**src/rtl/asyncio_mem_arbiter_pkg.sv**
```systemverilog
// ---------------------------------------------------------------------------
// asyncio_mem_arbiter_pkg
// Shared asyncio definitions used by the memory arbiter and by the asyncio
// reader/writer clients.
//   `ADDRESS_WIDTH : width of every address bus in the asyncio family
//   `LENGTH_WIDTH  : width of transfer-length fields in the reader/writer
//   DATA_WIDTH     : width of one memory word
//   arb_state_t    : arbiter FSM state encoding (IDLE -> ISSUE -> DONE)
// No ports; compile this file before any file that imports the package.
// ---------------------------------------------------------------------------
`ifndef ASYNCIO_DEFINES_SVH
`define ASYNCIO_DEFINES_SVH
`define ADDRESS_WIDTH 32
`define LENGTH_WIDTH 16
`endif

package asyncio_mem_arbiter_pkg;

    localparam int DATA_WIDTH = 32;

    typedef enum logic [1:0] {
        ST_IDLE  = 2'd0,
        ST_ISSUE = 2'd1,
        ST_DONE  = 2'd2
    } arb_state_t;

endpackage

```
**src/rtl/asyncio_mem_arbiter_rr_select.sv**
```systemverilog
// ---------------------------------------------------------------------------
// rr_select
// Purely combinational round-robin picker. The search starts at the client
// after last_grant and wraps, so the client served most recently has the
// lowest priority.
//   req        in  NO_OF_REQUESTERS  request vector
//   last_grant in  ID_WIDTH          index of the most recently served client
//   grant      out ID_WIDTH          chosen client (0 when nothing requested)
//   found      out 1                 at least one request bit was set
// ---------------------------------------------------------------------------
module rr_select #(
    parameter int NO_OF_REQUESTERS = 2,
    parameter int ID_WIDTH         = 1
) (
    input  logic [NO_OF_REQUESTERS-1:0] req,
    input  logic [ID_WIDTH-1:0]         last_grant,
    output logic [ID_WIDTH-1:0]         grant,
    output logic                        found
);

    // Walk the offsets 1..N from last_grant; the first requesting client wins.
    always_comb begin
        grant = '0;
        found = 1'b0;
        for (int k = 1; k <= NO_OF_REQUESTERS; k++) begin
            for (int i = 0; i < NO_OF_REQUESTERS; i++) begin
                if (!found && req[i] &&
                    (((int'(last_grant) + k) % NO_OF_REQUESTERS) == i)) begin
                    found = 1'b1;
                    grant = ID_WIDTH'(i);
                end
            end
        end
    end

endmodule

```
**src/rtl/asyncio_mem_arbiter.sv**
```systemverilog
// ---------------------------------------------------------------------------
// asyncio_mem_arbiter
// Shares one memory port between NO_OF_REQUESTERS asyncio clients using a
// round-robin IDLE -> ISSUE -> DONE handshake. All outputs are registered.
//   clk, rst                     clock, synchronous active-high reset
//   req_enable/req_write         per-client request and type (1 = store)
//   req_address/req_wdata        per-client address/data, client i in slice i
//   req_ready                    one-cycle completion pulse to the owner
//   req_rdata                    last load result, shared by all clients
//   mem_enable/mem_write         downstream request and type
//   mem_address/mem_wdata        downstream address and store data
//   mem_ready/mem_rdata          downstream completion and load data
//   busy/grant_id                transaction in flight / owning client
// ---------------------------------------------------------------------------
module asyncio_mem_arbiter
    import asyncio_mem_arbiter_pkg::*;
#(
    parameter int NO_OF_REQUESTERS = 2,
    parameter int ID_WIDTH         = 1
) (
    input  logic                                     clk,
    input  logic                                     rst,
    input  logic [NO_OF_REQUESTERS-1:0]              req_enable,
    input  logic [NO_OF_REQUESTERS-1:0]              req_write,
    input  logic [NO_OF_REQUESTERS*`ADDRESS_WIDTH-1:0] req_address,
    input  logic [NO_OF_REQUESTERS*DATA_WIDTH-1:0]   req_wdata,
    output logic [NO_OF_REQUESTERS-1:0]              req_ready,
    output logic [DATA_WIDTH-1:0]                    req_rdata,
    output logic                                     mem_enable,
    output logic                                     mem_write,
    output logic [`ADDRESS_WIDTH-1:0]                mem_address,
    output logic [DATA_WIDTH-1:0]                    mem_wdata,
    input  logic                                     mem_ready,
    input  logic [DATA_WIDTH-1:0]                    mem_rdata,
    output logic                                     busy,
    output logic [ID_WIDTH-1:0]                      grant_id
);

    arb_state_t                    state;
    arb_state_t                    next_state;
    logic [ID_WIDTH-1:0]           last_grant;
    logic [ID_WIDTH-1:0]           sel_grant;
    logic                          sel_found;
    logic [NO_OF_REQUESTERS-1:0]   grant_onehot;
    logic [`ADDRESS_WIDTH-1:0]     client_addr [NO_OF_REQUESTERS];
    logic [DATA_WIDTH-1:0]         client_wdata [NO_OF_REQUESTERS];

    rr_select #(
        .NO_OF_REQUESTERS (NO_OF_REQUESTERS),
        .ID_WIDTH         (ID_WIDTH)
    ) u_rr_select (
        .req        (req_enable),
        .last_grant (last_grant),
        .grant      (sel_grant),
        .found      (sel_found)
    );

    // Unpack the flat client buses so the winner can be picked by index.
    always_comb begin
        for (int i = 0; i < NO_OF_REQUESTERS; i++) begin
            client_addr[i]  = req_address[i*`ADDRESS_WIDTH +: `ADDRESS_WIDTH];
            client_wdata[i] = req_wdata[i*DATA_WIDTH +: DATA_WIDTH];
        end
    end

    // One-hot of the current owner, used to aim the req_ready pulse.
    always_comb begin
        grant_onehot = '0;
        for (int i = 0; i < NO_OF_REQUESTERS; i++) begin
            grant_onehot[i] = (grant_id == ID_WIDTH'(i));
        end
    end

    always_ff @(posedge clk) begin
        if (rst) begin
            state <= ST_IDLE;
        end else begin
            state <= next_state;
        end
    end

    // DONE never looks at req_enable: that one-cycle gap lets a registered
    // client drop its enable before the next arbitration round.
    always_comb begin
        next_state = state;
        case (state)
            ST_IDLE:  if (sel_found) next_state = ST_ISSUE;
            ST_ISSUE: if (mem_ready) next_state = ST_DONE;
            ST_DONE:  next_state = ST_IDLE;
            default:  next_state = ST_IDLE;
        endcase
    end

    // Output registers. The winner's request is frozen at grant time so the
    // client may change or drop its inputs while the memory is busy.
    always_ff @(posedge clk) begin
        if (rst) begin
            mem_enable  <= 1'b0;
            mem_write   <= 1'b0;
            mem_address <= '0;
            mem_wdata   <= '0;
            req_ready   <= '0;
            req_rdata   <= '0;
            grant_id    <= '0;
            last_grant  <= ID_WIDTH'(NO_OF_REQUESTERS - 1);
        end else begin
            case (state)
                ST_IDLE: begin
                    req_ready <= '0;
                    if (sel_found) begin
                        grant_id    <= sel_grant;
                        mem_enable  <= 1'b1;
                        mem_write   <= req_write[sel_grant];
                        mem_address <= client_addr[sel_grant];
                        mem_wdata   <= client_wdata[sel_grant];
                    end
                end
                ST_ISSUE: begin
                    if (mem_ready) begin
                        mem_enable <= 1'b0;
                        req_ready  <= grant_onehot;
                        last_grant <= grant_id;
                        if (!mem_write) begin
                            req_rdata <= mem_rdata;
                        end
                    end
                end
                ST_DONE: begin
                    req_ready <= '0;
                end
                default: begin
                    mem_enable <= 1'b0;
                    req_ready  <= '0;
                end
            endcase
        end
    end

    assign busy = (state != ST_IDLE);

endmodule

```
**config.mk**
```make
export PLATFORM = sky130hd
export DESIGN_NAME = asyncio_mem_arbiter
export DESIGN_NICKNAME = d
export VERILOG_FILES = /design/src/rtl/asyncio_mem_arbiter_pkg.sv /design/src/rtl/asyncio_mem_arbiter_rr_select.sv /design/src/rtl/asyncio_mem_arbiter.sv
export SDC_FILE = /design/constraint.sdc
export NUM_CORES = 1
export LEC_CHECK = 0
export ABC_AREA = 1
export BUFFER_PORTS_ARGS = -buffer_cell sky130_fd_sc_hd__buf_2
export CORE_ASPECT_RATIO = 0.9
export CORE_MARGIN = 3
export CORE_UTILIZATION = 30
export DETAILED_ROUTE_END_ITERATION = 16
export HOLD_SLACK_MARGIN = 0.05
export PLACE_DENSITY = 0.59
export SLEW_MARGIN = 20
export SYNTH_ARGS = -nofsm -noshare
export SYNTH_HDL_FRONTEND = slang
export SYNTH_HIERARCHICAL = 1
export SYNTH_SLANG_ARGS = --single-unit
```
**constraint.sdc**
```tcl
create_clock -name clk -period 3.55 [get_ports clk]
set_input_delay 0.71 -clock clk [delete_from_list [all_inputs] [get_ports clk]]
set_output_delay 0.71 -clock clk [all_outputs]
set_load 0.02 [all_outputs]
```
==> impl_metrics.csv <==
group,metric,value,unit
floorplan,core_area,16400,µm²
pwr,p_int,2.16,mW
sta,drv_slew,0,
sta,finalSetupViolCount,0,
routing,postRouteAntennaNets,0,
floorplan,rows,44,
pwr,seqPwrFrac,41.8,%
placement,dp.cells,1305,
sta,fmax,530,MHz
pwr,irDropWorstVdd,233,µV
worst_setup_path,worst_setup_path_start_kind,"input port",
synthesis,ys_seq_elements,104,
worst_setup_path,crit_path_frequent_cell,"nand2_1",
clock_network,tritoncts,"done",
synthesis,yosysSeqAreaShare,40.9,%
worst_setup_path,critPathKind,"input port to flop",
global_route,track_usage,15.9,%
global_route,grt_antenna_before_repair,0,
sta,maxSlewHeadroom,55.1,%
routing,drc,0,
floorplan,die_h,130,µm
routing,dr_total_vias,5470,
pwr,power.density,469,nW/µm²
sta,clock-skew-final,0.00727,ns
synthesis,synthesis.nets,1036,
routing,vias_per_cell,4.14,
clock_network,cts-htree-levels,3,
synthesis,avgSynthCellArea,5.86,µm²
worst_setup_path,cp_max_fo,52,
placement,dp_hpwl,10.9,mm
clock_network,clkSinkCount,104,
routing,avgRoutedWirePerCell,11.5,µm
worst_setup_path,required,3.79,ns
worst_hold_path,hold_class,"flop to flop",
clock_network,cts_buffers,9,
global_route,grt_pass1_wl,24.0,mm
placement,place.gp.congestion,0.781,
floorplan,initial_core_util,31.1,%
clock_network,postCtsSetupRepairBufs,0,
worst_setup_path,cpMaxStageDelayCell,"nand2_4",
sta,fin_crit_sh,53.1,%
pwr,leakage,4.10,nW
worst_setup_path,worstPathCellList,"buf_2, or2_1, nand2_4, buf_4, nand2_1, nand2_1, nor2_1",
final_layout,area_growth,34.6,%
final_layout,finalNetCount,1276,
sta,hold_viol,0,
sta,rsz0062_at_grt,"false",
synthesis,ys_types,16,
pwr,pwr-share-clk,31.9,%
synthesis,synth_cells,869,
synthesis,yosys.area.top_type_share,40.9,%
status,outcome,"complete, no violations",
floorplan,fp.dieW,143,µm
synthesis,yosysWarningCount,6,
clock_network,cts.repair.resized,0,
sta,worst_slew_pin_slew,0.674,ns
routing,drt_wl_total,15.2,mm
worst_setup_path,arrival,2.13,ns
sta,min_period,1.89,ns
floorplan,dieArea,18600,µm²
clock_network,worstSkewPairLatency,0.35,ns
synthesis,synth_top_cell_by_area,"dfxtp_1",
global_route,grt_max_degree,66,
final_layout,antenna_cells,0,
final_layout,instances_no_fill,1321,
floorplan,pin_count,269,
synthesis,synthTopCellsByArea,"dfxtp_1 (41%), nand2_1 (27%), nor2_1 (15%)",
global_route,grt_pass1_vias,4964,
pwr,pwr-share-comb,26.3,%
routing,drtPass1Iterations,4,
global_route,grt_overflow,0,
routing,drt_iter0_drc,224,
final_layout,drive_gt1_share,27.0,%
worst_setup_path,critPathMaxStageDelay,0.44,ns
clock_network,cts.clk_slew.worst_paths,0.07,ns
sta,fin_setup_tns,0,ns
pwr,p_sw,1.05,mW
pwr,swShare,32.8,%
clock_network,ctsHoldBuffers,0,
flow_run,drv_cap,0,
placement,io_buffers,268,
worst_setup_path,endpoint_kind,"flop",
synthesis,syn_area,5090,µm²
clock_network,clock_path_buffers,2,
clock_network,root_buffer,"clkbuf_16",
## cell usage after synthesis (all sizes together)
cell type and number:
a21oi 3, o21ai 3, inv 105, clkbuf 9, buf 39, nor2 204
dfxtp 104, or2 1, nand3 35, nand2 366
## final cells by class
cell class	count	area [µm²]
repair buffers	277	1430
fillers	1814	9550
multi-input cells	612	2380
inverters	105	394
clock inverters	5	65.1
clock buffers	11	243
well taps	207	259
flip-flops and latches	104	2080
## per-stage QoR
stage | util [%] | setup slack, ns | power [mW] | instance area [µm²] | hold WS (ns)
2_1_floorplan | - | 1.94 | 1.93 | 5090 | 0.449
3_3_place_gp | 39.9 | 1.32 | 2.22 | 6550 | 0.461
3_5_place_dp | 39.9 | 1.28 | 2.23 | 6550 | 0.465
4_1_cts | 41.8 | 1.66 | 3.27 | 6860 | 0.482
5_1_grt | 41.8 | 1.52 | 3.43 | 6860 | 0.503
6_report | 41.8 | 1.66 | 3.21 | 6860 | 0.478
## path summary, 6_finish.rpt
| path | depth (start not counted) | start | endpoint | slack [ns] |
|---|---|---|---|---|
| max | 7 | req_enable[0] | mem_wdata[11] | 1.66 |
| min | 2 | mem_enable | mem_enable | 0.48 |
| max reg2reg | 6 | state[1] | mem_wdata[11] | 1.94 |
| min reg2reg | 2 | mem_enable | mem_enable | 0.48 |
## layer usage
metal / track usage [%] / vias to the layer above / part of all wire, %
li1: - / 2986 / -
met1: 19.1 / 2301 / 44
met2: 27.2 / 163 / 48
met3: 5.13 / 20 / 7.2
met4: 4.65 / 0 / 1.5
met5: 0 / - / 0
## sequential cells by signal, indices dropped and copies added, names as in the netlist
signal	cells
grant_id	1
last_grant	1
mem_address	32
mem_enable	1
mem_wdata	32
mem_write	1
req_rdata	32
req_ready	2
state	2
## critical path: cells and delay by family
kind / cells / cell delay (ns)
buf+inv: 2 / 0.50
simple gates: 5 / 0.89
## power groups by stage
stage / clock (mW) / combinational (mW) / sequential, mW
4_1_cts: 1.07 / 0.858 / 1.34
6_report: 1.03 / 0.844 / 1.34
2_1_floorplan: 0 / 0.418 / 1.51
5_1_grt: 1.12 / 0.959 / 1.36
3_3_place_gp: 0 / 0.853 / 1.37
3_5_place_dp: 0 / 0.855 / 1.37
## kinds of logic (layout without fill, tap and decap cells)
kind of cell    Yosys count  after routing  share of synthesized area [%]
compound gates            6              6                          0.589
buf+inv                 153            398                           12.8
flops                   104            104                           40.9
simple gates            606            606                           45.8
## placed cells by master, fill, tap and decap left out
cell / instances
o21ai_0: 3
nor2_2: 4
buf_12: 2
a21oi_4: 1
nor2_1: 200
bufinv_16: 1
clkinv_4: 1
nand2_4: 1
buf_2: 268
clkbuf_1: 1
inv_8: 1
buf_4: 7
a21oi_1: 2
clkbuf_8: 1
clkbuf_16: 9
nand3_1: 35
nand2_1: 365
inv_1: 102
or2_1: 1
inv_2: 3
dfxtp_1: 104
clkinvlp_4: 2
Note: power is estimated with default switching activity, not from simulation.
